<file path="src/rtl/alu_rs_pkg.sv">
// Shared constants for the integer reservation station: op encodings,
// datapath types, ROB tag width and station depth.
package alu_rs_pkg;

  localparam int DATA_W   = 32;
  localparam int ADDR_W   = 32;
  localparam int TAG_W    = 4;
  localparam int RS_SIZE  = 16;
  localparam int OPENUM_W = 6;

  typedef logic [DATA_W-1:0] data_t;
  typedef logic [ADDR_W-1:0] addr_t;

  typedef enum logic [OPENUM_W-1:0] {
    OPENUM_NOP = 6'd0,
    OPENUM_LUI, OPENUM_AUIPC, OPENUM_JAL, OPENUM_JALR,
    OPENUM_BEQ, OPENUM_BNE, OPENUM_BLT, OPENUM_BGE, OPENUM_BLTU, OPENUM_BGEU,
    OPENUM_ADDI, OPENUM_SLTI, OPENUM_SLTIU, OPENUM_XORI, OPENUM_ORI, OPENUM_ANDI,
    OPENUM_SLLI, OPENUM_SRLI, OPENUM_SRAI,
    OPENUM_ADD, OPENUM_SUB, OPENUM_SLL, OPENUM_SLT, OPENUM_SLTU,
    OPENUM_XOR, OPENUM_SRL, OPENUM_SRA, OPENUM_OR, OPENUM_AND
  } openum_t;

endpackage

</file>
<file path="src/rtl/alu_rs_prio_enc.sv">
// Lowest-index priority encoder with a found flag; used for both the
// free-slot and the ready-entry select.
module rs_prio_enc #(
  parameter int N     = 16,
  parameter int IDX_W = (N > 1) ? $clog2(N) : 1
) (
  input  logic [N-1:0]     req,
  output logic [IDX_W-1:0] idx,
  output logic             found
);

  // Scanning downward lets the lowest set bit overwrite any higher one.
  always_comb begin
    idx   = '0;
    found = 1'b0;
    for (int i = N - 1; i >= 0; i--) begin
      if (req[i]) begin
        idx   = IDX_W'(i);
        found = 1'b1;
      end
    end
  end

endmodule

</file>
<file path="src/rtl/alu_rs.sv">
// Integer/branch reservation station: holds dispatched ops until both
// operands arrive from the CDBs, then issues one ready op per cycle.
module alu_rs
  import alu_rs_pkg::*;
#(
  parameter int RS_SIZE  = alu_rs_pkg::RS_SIZE,
  parameter int TAG_W    = alu_rs_pkg::TAG_W,
  parameter int OPENUM_W = alu_rs_pkg::OPENUM_W
) (
  input  logic                clk,
  input  logic                rst_n,
  input  logic                rdy,
  input  logic                flush,
  input  logic                in_valid,
  input  logic [OPENUM_W-1:0] in_openum,
  input  logic [31:0]         in_v1,
  input  logic [31:0]         in_v2,
  input  logic                in_q1_valid,
  input  logic                in_q2_valid,
  input  logic [TAG_W-1:0]    in_q1,
  input  logic [TAG_W-1:0]    in_q2,
  input  logic [31:0]         in_imm,
  input  logic [31:0]         in_pc,
  input  logic [TAG_W-1:0]    in_rob_tag,
  output logic                full,
  input  logic                alu_cdb_valid,
  input  logic [TAG_W-1:0]    alu_cdb_tag,
  input  logic [31:0]         alu_cdb_value,
  input  logic                lsb_cdb_valid,
  input  logic [TAG_W-1:0]    lsb_cdb_tag,
  input  logic [31:0]         lsb_cdb_value,
  output logic [OPENUM_W-1:0] out_openum,
  output logic [31:0]         out_v1,
  output logic [31:0]         out_v2,
  output logic [31:0]         out_imm,
  output logic [31:0]         out_pc,
  output logic [TAG_W-1:0]    out_rob_tag
);

  localparam int IDX_W = (RS_SIZE > 1) ? $clog2(RS_SIZE) : 1;
  localparam logic [OPENUM_W-1:0] NOP = OPENUM_W'(OPENUM_NOP);

  logic [RS_SIZE-1:0]  busy_reg, busy_next;
  logic [OPENUM_W-1:0] openum_reg   [RS_SIZE];
  logic [31:0]         v1_reg       [RS_SIZE];
  logic [31:0]         v2_reg       [RS_SIZE];
  logic                q1_valid_reg [RS_SIZE];
  logic                q2_valid_reg [RS_SIZE];
  logic [TAG_W-1:0]    q1_reg       [RS_SIZE];
  logic [TAG_W-1:0]    q2_reg       [RS_SIZE];
  logic [31:0]         imm_reg      [RS_SIZE];
  logic [31:0]         pc_reg       [RS_SIZE];
  logic [TAG_W-1:0]    rob_tag_reg  [RS_SIZE];

  logic [RS_SIZE-1:0] ready, w1_alu, w1_lsb, w2_alu, w2_lsb;
  logic [IDX_W-1:0]   free_idx, ready_idx;
  logic               free_found, ready_found, dispatch_en, issue_en;

  logic [OPENUM_W-1:0] out_openum_reg;
  logic [31:0]         out_v1_reg, out_v2_reg, out_imm_reg, out_pc_reg;
  logic [TAG_W-1:0]    out_rob_tag_reg;

  genvar gi;
  generate
    for (gi = 0; gi < RS_SIZE; gi++) begin : g_entry
      assign ready[gi]  = busy_reg[gi] && !q1_valid_reg[gi] && !q2_valid_reg[gi];
      assign w1_alu[gi] = busy_reg[gi] && q1_valid_reg[gi] && alu_cdb_valid && (q1_reg[gi] == alu_cdb_tag);
      assign w1_lsb[gi] = busy_reg[gi] && q1_valid_reg[gi] && lsb_cdb_valid && (q1_reg[gi] == lsb_cdb_tag);
      assign w2_alu[gi] = busy_reg[gi] && q2_valid_reg[gi] && alu_cdb_valid && (q2_reg[gi] == alu_cdb_tag);
      assign w2_lsb[gi] = busy_reg[gi] && q2_valid_reg[gi] && lsb_cdb_valid && (q2_reg[gi] == lsb_cdb_tag);
    end
  endgenerate

  rs_prio_enc #(.N(RS_SIZE), .IDX_W(IDX_W)) u_free_enc (
    .req(~busy_reg), .idx(free_idx), .found(free_found)
  );
  rs_prio_enc #(.N(RS_SIZE), .IDX_W(IDX_W)) u_ready_enc (
    .req(ready), .idx(ready_idx), .found(ready_found)
  );

  assign full        = ~free_found;
  assign dispatch_en = in_valid && free_found;
  assign issue_en    = ready_found;

  // Dispatch bypass: a pending operand may be satisfied by a same-cycle broadcast.
  logic        byp1_alu, byp1_lsb, byp2_alu, byp2_lsb;
  logic [31:0] new_v1, new_v2;
  assign byp1_alu = in_q1_valid && alu_cdb_valid && (in_q1 == alu_cdb_tag);
  assign byp1_lsb = in_q1_valid && lsb_cdb_valid && (in_q1 == lsb_cdb_tag);
  assign byp2_alu = in_q2_valid && alu_cdb_valid && (in_q2 == alu_cdb_tag);
  assign byp2_lsb = in_q2_valid && lsb_cdb_valid && (in_q2 == lsb_cdb_tag);
  assign new_v1   = byp1_alu ? alu_cdb_value : (byp1_lsb ? lsb_cdb_value : in_v1);
  assign new_v2   = byp2_alu ? alu_cdb_value : (byp2_lsb ? lsb_cdb_value : in_v2);

  always_comb begin
    busy_next = busy_reg;
    if (issue_en)    busy_next[ready_idx] = 1'b0;
    if (dispatch_en) busy_next[free_idx]  = 1'b1;
  end

  always_ff @(posedge clk or negedge rst_n) begin
    if (!rst_n)     busy_reg <= '0;
    else if (rdy)   busy_reg <= flush ? '0 : busy_next;
  end

  // Entry payload needs no reset: busy gates every use of it.
  always_ff @(posedge clk) begin
    if (rdy && !flush) begin
      for (int i = 0; i < RS_SIZE; i++) begin
        if (dispatch_en && (free_idx == IDX_W'(i))) begin
          openum_reg[i]   <= in_openum;
          v1_reg[i]       <= new_v1;
          v2_reg[i]       <= new_v2;
          q1_valid_reg[i] <= in_q1_valid && !byp1_alu && !byp1_lsb;
          q2_valid_reg[i] <= in_q2_valid && !byp2_alu && !byp2_lsb;
          q1_reg[i]       <= in_q1;
          q2_reg[i]       <= in_q2;
          imm_reg[i]      <= in_imm;
          pc_reg[i]       <= in_pc;
          rob_tag_reg[i]  <= in_rob_tag;
        end else begin
          if (w1_alu[i]) begin
            v1_reg[i]       <= alu_cdb_value;
            q1_valid_reg[i] <= 1'b0;
          end else if (w1_lsb[i]) begin
            v1_reg[i]       <= lsb_cdb_value;
            q1_valid_reg[i] <= 1'b0;
          end
          if (w2_alu[i]) begin
            v2_reg[i]       <= alu_cdb_value;
            q2_valid_reg[i] <= 1'b0;
          end else if (w2_lsb[i]) begin
            v2_reg[i]       <= lsb_cdb_value;
            q2_valid_reg[i] <= 1'b0;
          end
        end
      end
    end
  end

  always_ff @(posedge clk or negedge rst_n) begin
    if (!rst_n) begin
      out_openum_reg  <= NOP;
      out_v1_reg      <= '0;
      out_v2_reg      <= '0;
      out_imm_reg     <= '0;
      out_pc_reg      <= '0;
      out_rob_tag_reg <= '0;
    end else if (rdy) begin
      if (!flush && issue_en) begin
        out_openum_reg  <= openum_reg[ready_idx];
        out_v1_reg      <= v1_reg[ready_idx];
        out_v2_reg      <= v2_reg[ready_idx];
        out_imm_reg     <= imm_reg[ready_idx];
        out_pc_reg      <= pc_reg[ready_idx];
        out_rob_tag_reg <= rob_tag_reg[ready_idx];
      end else begin
        out_openum_reg  <= NOP;
        out_v1_reg      <= '0;
        out_v2_reg      <= '0;
        out_imm_reg     <= '0;
        out_pc_reg      <= '0;
        out_rob_tag_reg <= '0;
      end
    end
  end

  assign out_openum  = out_openum_reg;
  assign out_v1      = out_v1_reg;
  assign out_v2      = out_v2_reg;
  assign out_imm     = out_imm_reg;
  assign out_pc      = out_pc_reg;
  assign out_rob_tag = out_rob_tag_reg;

endmodule

</file>
<file path="config.mk">
export PLATFORM = sky130hd
export DESIGN_NAME = alu_rs
export DESIGN_NICKNAME = d
export VERILOG_FILES = /design/src/rtl/alu_rs_pkg.sv /design/src/rtl/alu_rs_prio_enc.sv /design/src/rtl/alu_rs.sv
export SDC_FILE = /design/constraint.sdc
export NUM_CORES = 2
export LEC_CHECK = 0
export CORE_MARGIN = 3
export CORE_UTILIZATION = 25
export CTS_CLUSTER_SIZE = 28
export DETAILED_ROUTE_END_ITERATION = 6
export PLACE_DENSITY_LB_ADDON = 0.05
export SLEW_MARGIN = 20
export SYNTH_ARGS = -nofsm -noshare
export SYNTH_HDL_FRONTEND = slang
export SYNTH_SLANG_ARGS = --single-unit
</file>
<file path="constraint.sdc">
create_clock -name clk -period 7.7 [get_ports clk]
set_input_delay 1.54 -clock clk [delete_from_list [all_inputs] [get_ports clk]]
set_output_delay 1.54 -clock clk [all_outputs]
set_load 0.01 [all_outputs]
</file>
# ---- Yosys cells after proc, flatten, opt, wreduce, memory -nomap -nowiden
# Memories as Yosys holds them, arrays and structs flattened.
# Cells that the tools add are included.
dict set report word_totals {
  latchBits 0
  ramBits 2368
  rom_bits 0
  word_cells 1405
  regBits 154
  mem_count 10
  input_bits 227
}
dict set report classes {
  shifts 0
  eq_ne 83
  n_mul 0
  n_mux 815
  addsub 0
  n_reduce_logical 353
  n_div 0
  magnitude_cmp 4
  n_bitwise 133
}
# name words width rd rd_clocked_by_memory_dff wr line_no
set memory_table {}
lappend memory_table {imm_reg 16 32 1 0 1 alu_rs.sv:51} ;# logic [31:0] imm_reg [RS_SIZE];
lappend memory_table {pc_reg 16 32 1 0 1 alu_rs.sv:52} ;# logic [31:0] pc_reg [RS_SIZE];
lappend memory_table {v1_reg 16 32 1 0 16 alu_rs.sv:45} ;# logic [31:0] v1_reg [RS_SIZE];
lappend memory_table {v2_reg 16 32 1 0 16 alu_rs.sv:46} ;# logic [31:0] v2_reg [RS_SIZE];
lappend memory_table {openum_reg 16 6 1 0 1 alu_rs.sv:44} ;# logic [OPENUM_W-1:0] openum_reg [RS_SIZE];
lappend memory_table {q1_reg 16 4 16 0 1 alu_rs.sv:49} ;# logic [TAG_W-1:0] q1_reg [RS_SIZE];
lappend memory_table {{4 more memories} n/a n/a n/a n/a n/a n/a}
# cell n
set op_table {}
lappend op_table {{2-to-1 mux 32 bit} 102}
lappend op_table {{OR reduction 32 bit} 30}
lappend op_table {{2-to-1 mux 4 bit} 168}
lappend op_table {{2-to-1 mux 1 bit} 524}
lappend op_table {{equality test 4 bit} 68}
lappend op_table {{logical AND 1 bit} 225}
lappend op_table {{OR reduction 4 bit} 45}
lappend op_table {{bitwise OR 1 bit} 128}
lappend op_table {{2-to-1 mux 6 bit} 16}
lappend op_table {{OR reduction 6 bit} 15}
lappend op_table {{2-to-1 mux 16 bit} 3}
lappend op_table {{zero test 1 bit} 37}
lappend op_table {{equality test 4 bit (second input constant)} 8}
lappend op_table {{inverter 16 bit} 2}
lappend op_table {{AND 16 bit} 1}
lappend op_table {{equality test 4 x 3 -> 1 bit (second input constant)} 4}
lappend op_table {{bitwise OR 16 bit} 1}
lappend op_table {{less-than comparator 4 x 5 -> 1 bit (second input constant)} 2}
lappend op_table {{demux 1 bit (select 4 bit)} 2}
lappend op_table {{equality test 4 x 2 -> 1 bit (second input constant)} 2}
lappend op_table {{greater-or-equal comparator 4 x 1 -> 1 bit (second input constant)} 2}
lappend op_table {{equality test 4 x 1 -> 1 bit (second input constant)} 1}
lappend op_table {{zero test 4 bit} 1}
lappend op_table {{inverter 1 bit} 1}

# ---- Logic depth before layout (Yosys ltp)
dict set report logic_depth {
  ltp_word 38
  ltp_mapped 13
  mapped_depth_nobuf 9
}

# ---- Modules after synthesis
# From an unflattened synthesis, not the netlist that was laid out.
dict set report hier_totals {
  cells_unflattened 8847
  hier_area_um2 120453.0
}
# mod n_inst seq_area_each_um2 cells_per_inst area_per_inst_um2
set modules_own_cells {}
lappend modules_own_cells {alu_rs 1 74941.9 8781 120095.2}
lappend modules_own_cells {rs_prio_enc 2 0.0 33 178.9}

# ---- Worst setup path before layout
# Ideal clock, no wire load.
dict set report synth_path {
  path_type {input -> register}
  from {in rdy}
  to {mem q1_valid_reg[4][0], in the netlist q1_valid_reg[0][4], enable pin}
  required_time_ps 7311
  cell_stages 7
  slack_ps 695
  arrival_ps 6616
  setup_time_ps 389
  path_cell_list {inv_1 nor2_1 nand2_1 nor3_1 nand2_1 nor2_1 a211o_1}
}
# element line_no
set synth_lines {}
lappend synth_lines {{start, declared} alu_rs.sv:12} ;# input logic rdy,
lappend synth_lines {{end, declared} alu_rs.sv:47} ;# logic q1_valid_reg [RS_SIZE];

# ---- Worst setup path after layout
dict set report layout_path {
  from {reg busy_reg[0]}
  to {reg out_openum_reg[4], in the netlist out_openum[4]}
}
dict set report layout_between {
  elab_chain_len 5
  elab_cells_between_ends 7
}
# element line_no
set layout_rtl {}
lappend layout_rtl {{start, declared} alu_rs.sv:43} ;# logic [RS_SIZE-1:0] busy_reg, busy_next;
lappend layout_rtl {{start signal, assigned} alu_rs.sv:103} ;# else if (rdy) busy_reg <= flush ? '0 : busy_next;
lappend layout_rtl {{logical AND 1 bit (*) (2 in series)} alu_rs.sv:66} ;# assign ready[gi] = busy_reg[gi] && !q1_valid_reg[gi] && !q2_valid_reg[gi];
lappend layout_rtl {{2-to-1 mux 4 bit or 2-to-1 mux 1 bit (tied branches)} alu_rs_prio_enc.sv:17} ;# if (req[i]) begin
lappend layout_rtl {{memory read (16 x 6 bit) or logical AND 1 bit (tied branches)} n/a}
lappend layout_rtl {{2-to-1 mux 6 bit (*)} alu_rs.sv:150} ;# if (!flush && issue_en) begin
lappend layout_rtl {{end signal, assigned} alu_rs.sv:151} ;# out_openum_reg <= openum_reg[ready_idx];
lappend layout_rtl {{end, declared} alu_rs.sv:59} ;# logic [OPENUM_W-1:0] out_openum_reg;
# Every way passes the cells marked *; elsewhere a longest branch is shown, timed or not.
# A chain may end at the register's enable or synchronous reset.

==> flow_summary.ini <==
[clocking]
clock_buffer_depth = 4
tritoncts = done
cts.repair_timing.setup_buffer_count = 0
clock_tree_sinks = 2522
cts-resized-gates = 0
clk_pin_slew_worst_paths_ns = 0.07
htreeDepth = 5
clockRootBuffer = sky130_fd_sc_hd__clkbuf_16
cts-buffers-inserted = 320
post_cts_hold_buffer_count = 0
worstSkewPairLatency_ns = 0.98

[placed_design]
placement.io_buffers = 365
post-place-cells = 16100
finalWeightedCongestion = 0.825
dp_hpwl_microns = 373000

[finish]
drive_above_1_share_pct = 10.4
layout_common_cells = sky130_fd_sc_hd__edfxtp_1, sky130_fd_sc_hd__mux2i_1, sky130_fd_sc_hd__nand2_1, sky130_fd_sc_hd__nor2_1, sky130_fd_sc_hd__a21oi_1
area.growth.synth_to_final_pct = 18.5
finish.utilization_pct = 29.8
finalNonFillerCells = 16700
mostFrequentLayoutCell = sky130_fd_sc_hd__edfxtp_1
nNetsFinal = 10200
fill_cells = 48100

[synthesis]
synth_warnings = 0
asyncSetResetFlopFracSynth_pct = 6.11
ys_seq_area_share_pct = 62.5
syn-cell-area_sq_mm = 0.120
syn_inst = 9988
avgSynthCellArea_sq_um = 12.0
ys_ff_latch = 2522
synthesized_netlist_net_count = 10200
synth.lib_cells_used.distinct = 77
synth_enable_flop_cells = 2366
synth-main-ff-cell = sky130_fd_sc_hd__edfxtp_1

[routing]
dr.first_iter.drc_count = 10400
wire_per_inst_microns = 38.9
wl_microns = 649000
vias_per_cell = 5.46
firstDrtPassIters = 7
via_count = 91000
drcViolationCount = 2
drtAntennaViolNets = 0

[worst_setup_path]
setup.worst_path.end_class = register
critPathMaxStageDelay_ns = 1.00
setup.worst_path.class = reg2reg
cp_slowest_cell = sky130_fd_sc_hd__a22oi_1
critPathMaxFanout = 71
cp_startpoint_kind = register
timing.critical_path.arrival_ns = 6.40
worstPathCellList = or3b_2 > nand2_4 > a21boi_0 > o21a_4 > buf_12 > nor3_1 > a22oi_1 > o2111ai_1 > a211o_1
critical_path_data_required_time_ns = 8.54

[sta]
grt_setup_unrepaired = no
maxSlewHeadroom_pct = 16.2
skew_ns = 0.0731
layout_worst_path_cycle_share_pct = 72.2
tightest_slew_ns = 1.26
setup_tns_ns = 0
finalCriticalPeriod_ns = 5.56
max_freq_ghz = 0.180
timing.final.setup_violations = 0
timing_max_transition_violations_final = 0
report.final.hold_viol_count = 0

[power_and_ir_drop]
ir_drop_mv = 0.154
power.density_cell_area_mw_per_mm2 = 228
static-leakage-power_uw = 0.0501

[grt]
wire_length_of_the_first_global_routing_pass_microns = 855000
global_route.overflow_total = 0
use_met1_pct = 35.4
antenna_found_initial = 58
global_route_total_usage_across_every_layer_pct = 25.6
top_usage_layer = met2
grtUsageMet2_pct = 40.9
grt_max_degree = 100
met3_usage_pct = 4.35
first_global_vias = 88900

[die]
design.portCount = 366
die-width_microns = 699
floorplan.initialDensity_pct = 25.2
core_area_sq_mm = 0.476
rows = 253
dieArea_sq_mm = 0.488
die-height_microns = 699

[status]
run_status = complete, but fails checks
failed_checks = design-rule violations

[job]
max-cap-violations = 0

[hold_path]
hold_crit_class = reg2reg
## area by class of cell
class                           instances  area (sq um)  share of cell area [%]
Antenna cell                           16          40.0                  0.0282
Clock buffer                          468          9080                    6.39
Clock inverter                        122          1050                   0.738
Inverter                               66           325                   0.229
Multi-Input combinational cell       6310         41300                    29.0
Sequential cell                      2522         74900                    52.7
Tap cell                             6375          7980                    5.61
Timing Repair Buffer                  793          7440                    5.23
## Yosys cell counts, types with 136 or more instances
library cell               count  share of area [%]
sky130_fd_sc_hd__buf_2       209               0.87
sky130_fd_sc_hd__xnor2_1     175                1.3
sky130_fd_sc_hd__o21ai_0     622                2.6
sky130_fd_sc_hd__o22ai_1     457                2.4
sky130_fd_sc_hd__a21oi_1     670                2.8
sky130_fd_sc_hd__mux2i_1    1161                9.7
sky130_fd_sc_hd__o221ai_1    250                1.8
sky130_fd_sc_hd__dfrtp_1     154                3.2
sky130_fd_sc_hd__nor3_1      136               0.57
sky130_fd_sc_hd__nor2_1      756                2.4
sky130_fd_sc_hd__nand2_1     990                3.1
sky130_fd_sc_hd__edfxtp_1   2366                 59
sky130_fd_sc_hd__clkbuf_1    733                2.3
## through the flow
step                setup slack, ns  instance area [sq um]  power, uW  hold slack [ns]
CTS                            2.39                 142000      32700            0.478
detailed placement             1.58                 132000      17700            0.480
global route                   2.25                 142000      33400            0.507
global placement               1.54                 132000      17700            0.487
finish                         2.14                 142000      32400            0.490
floorplan                     0.695                 120000      16500            0.474
## path summary, 6_finish.rpt
check / startpoint / end / slack, ns / cells after the start
setup / recovery: busy_reg[0] / out_openum[4] / 2.14 / 9
hold / removal: out_imm[12] / out_imm[12] / 0.49 / 2
setup reg to reg: busy_reg[0] / out_openum[4] / 2.14 / 9
hold reg to reg: out_imm[12] / out_imm[12] / 0.49 / 2
max in group asynchronous: rst_n / out_v1[29] / 5.78 / 2
min in group asynchronous: rst_n / out_pc[13] / 0.52 / 1
## worst max-delay path: cells and delay by family (launching register included)
| kind | cells | cell delay, ns |
|---|---|---|
| compound gates | 5 | 2.90 |
| simple gates | 3 | 1.26 |
| flops | 1 | 0.68 |
| buf+inv | 1 | 0.51 |
## where the power goes
group / internal [uW] / switching [uW] / total, uW
Combinational: 690 / 1550 / 2240
Sequential: 15100 / 74.1 / 15200
Clock: 8570 / 6410 / 15000
Total: 24400 / 8030 / 32400
## cell families (layout without fill, tap and decap cells)
logic type      after synthesis  in the layout  share of synthesized area (%)
compound gates             2595           2595                           13.8
flops                      2522           2522                           62.5
simple gates               2282           2282                           8.10
mux                        1161           1161                           9.69
buf+inv                    1156           1449                           3.93
xor+xnor                    272            272                           1.99
other cells                   0             16                              0
## layer usage
metal,routed length [microns],vias to the layer above,share of wire (%)
met5,92,-,0.014
met3,44000,878,6.8
li1,-,38000,-
met1,287000,47900,44
met2,296000,4229,46
met4,22200,12,3.4
Power figures use the tool's default switching activity.
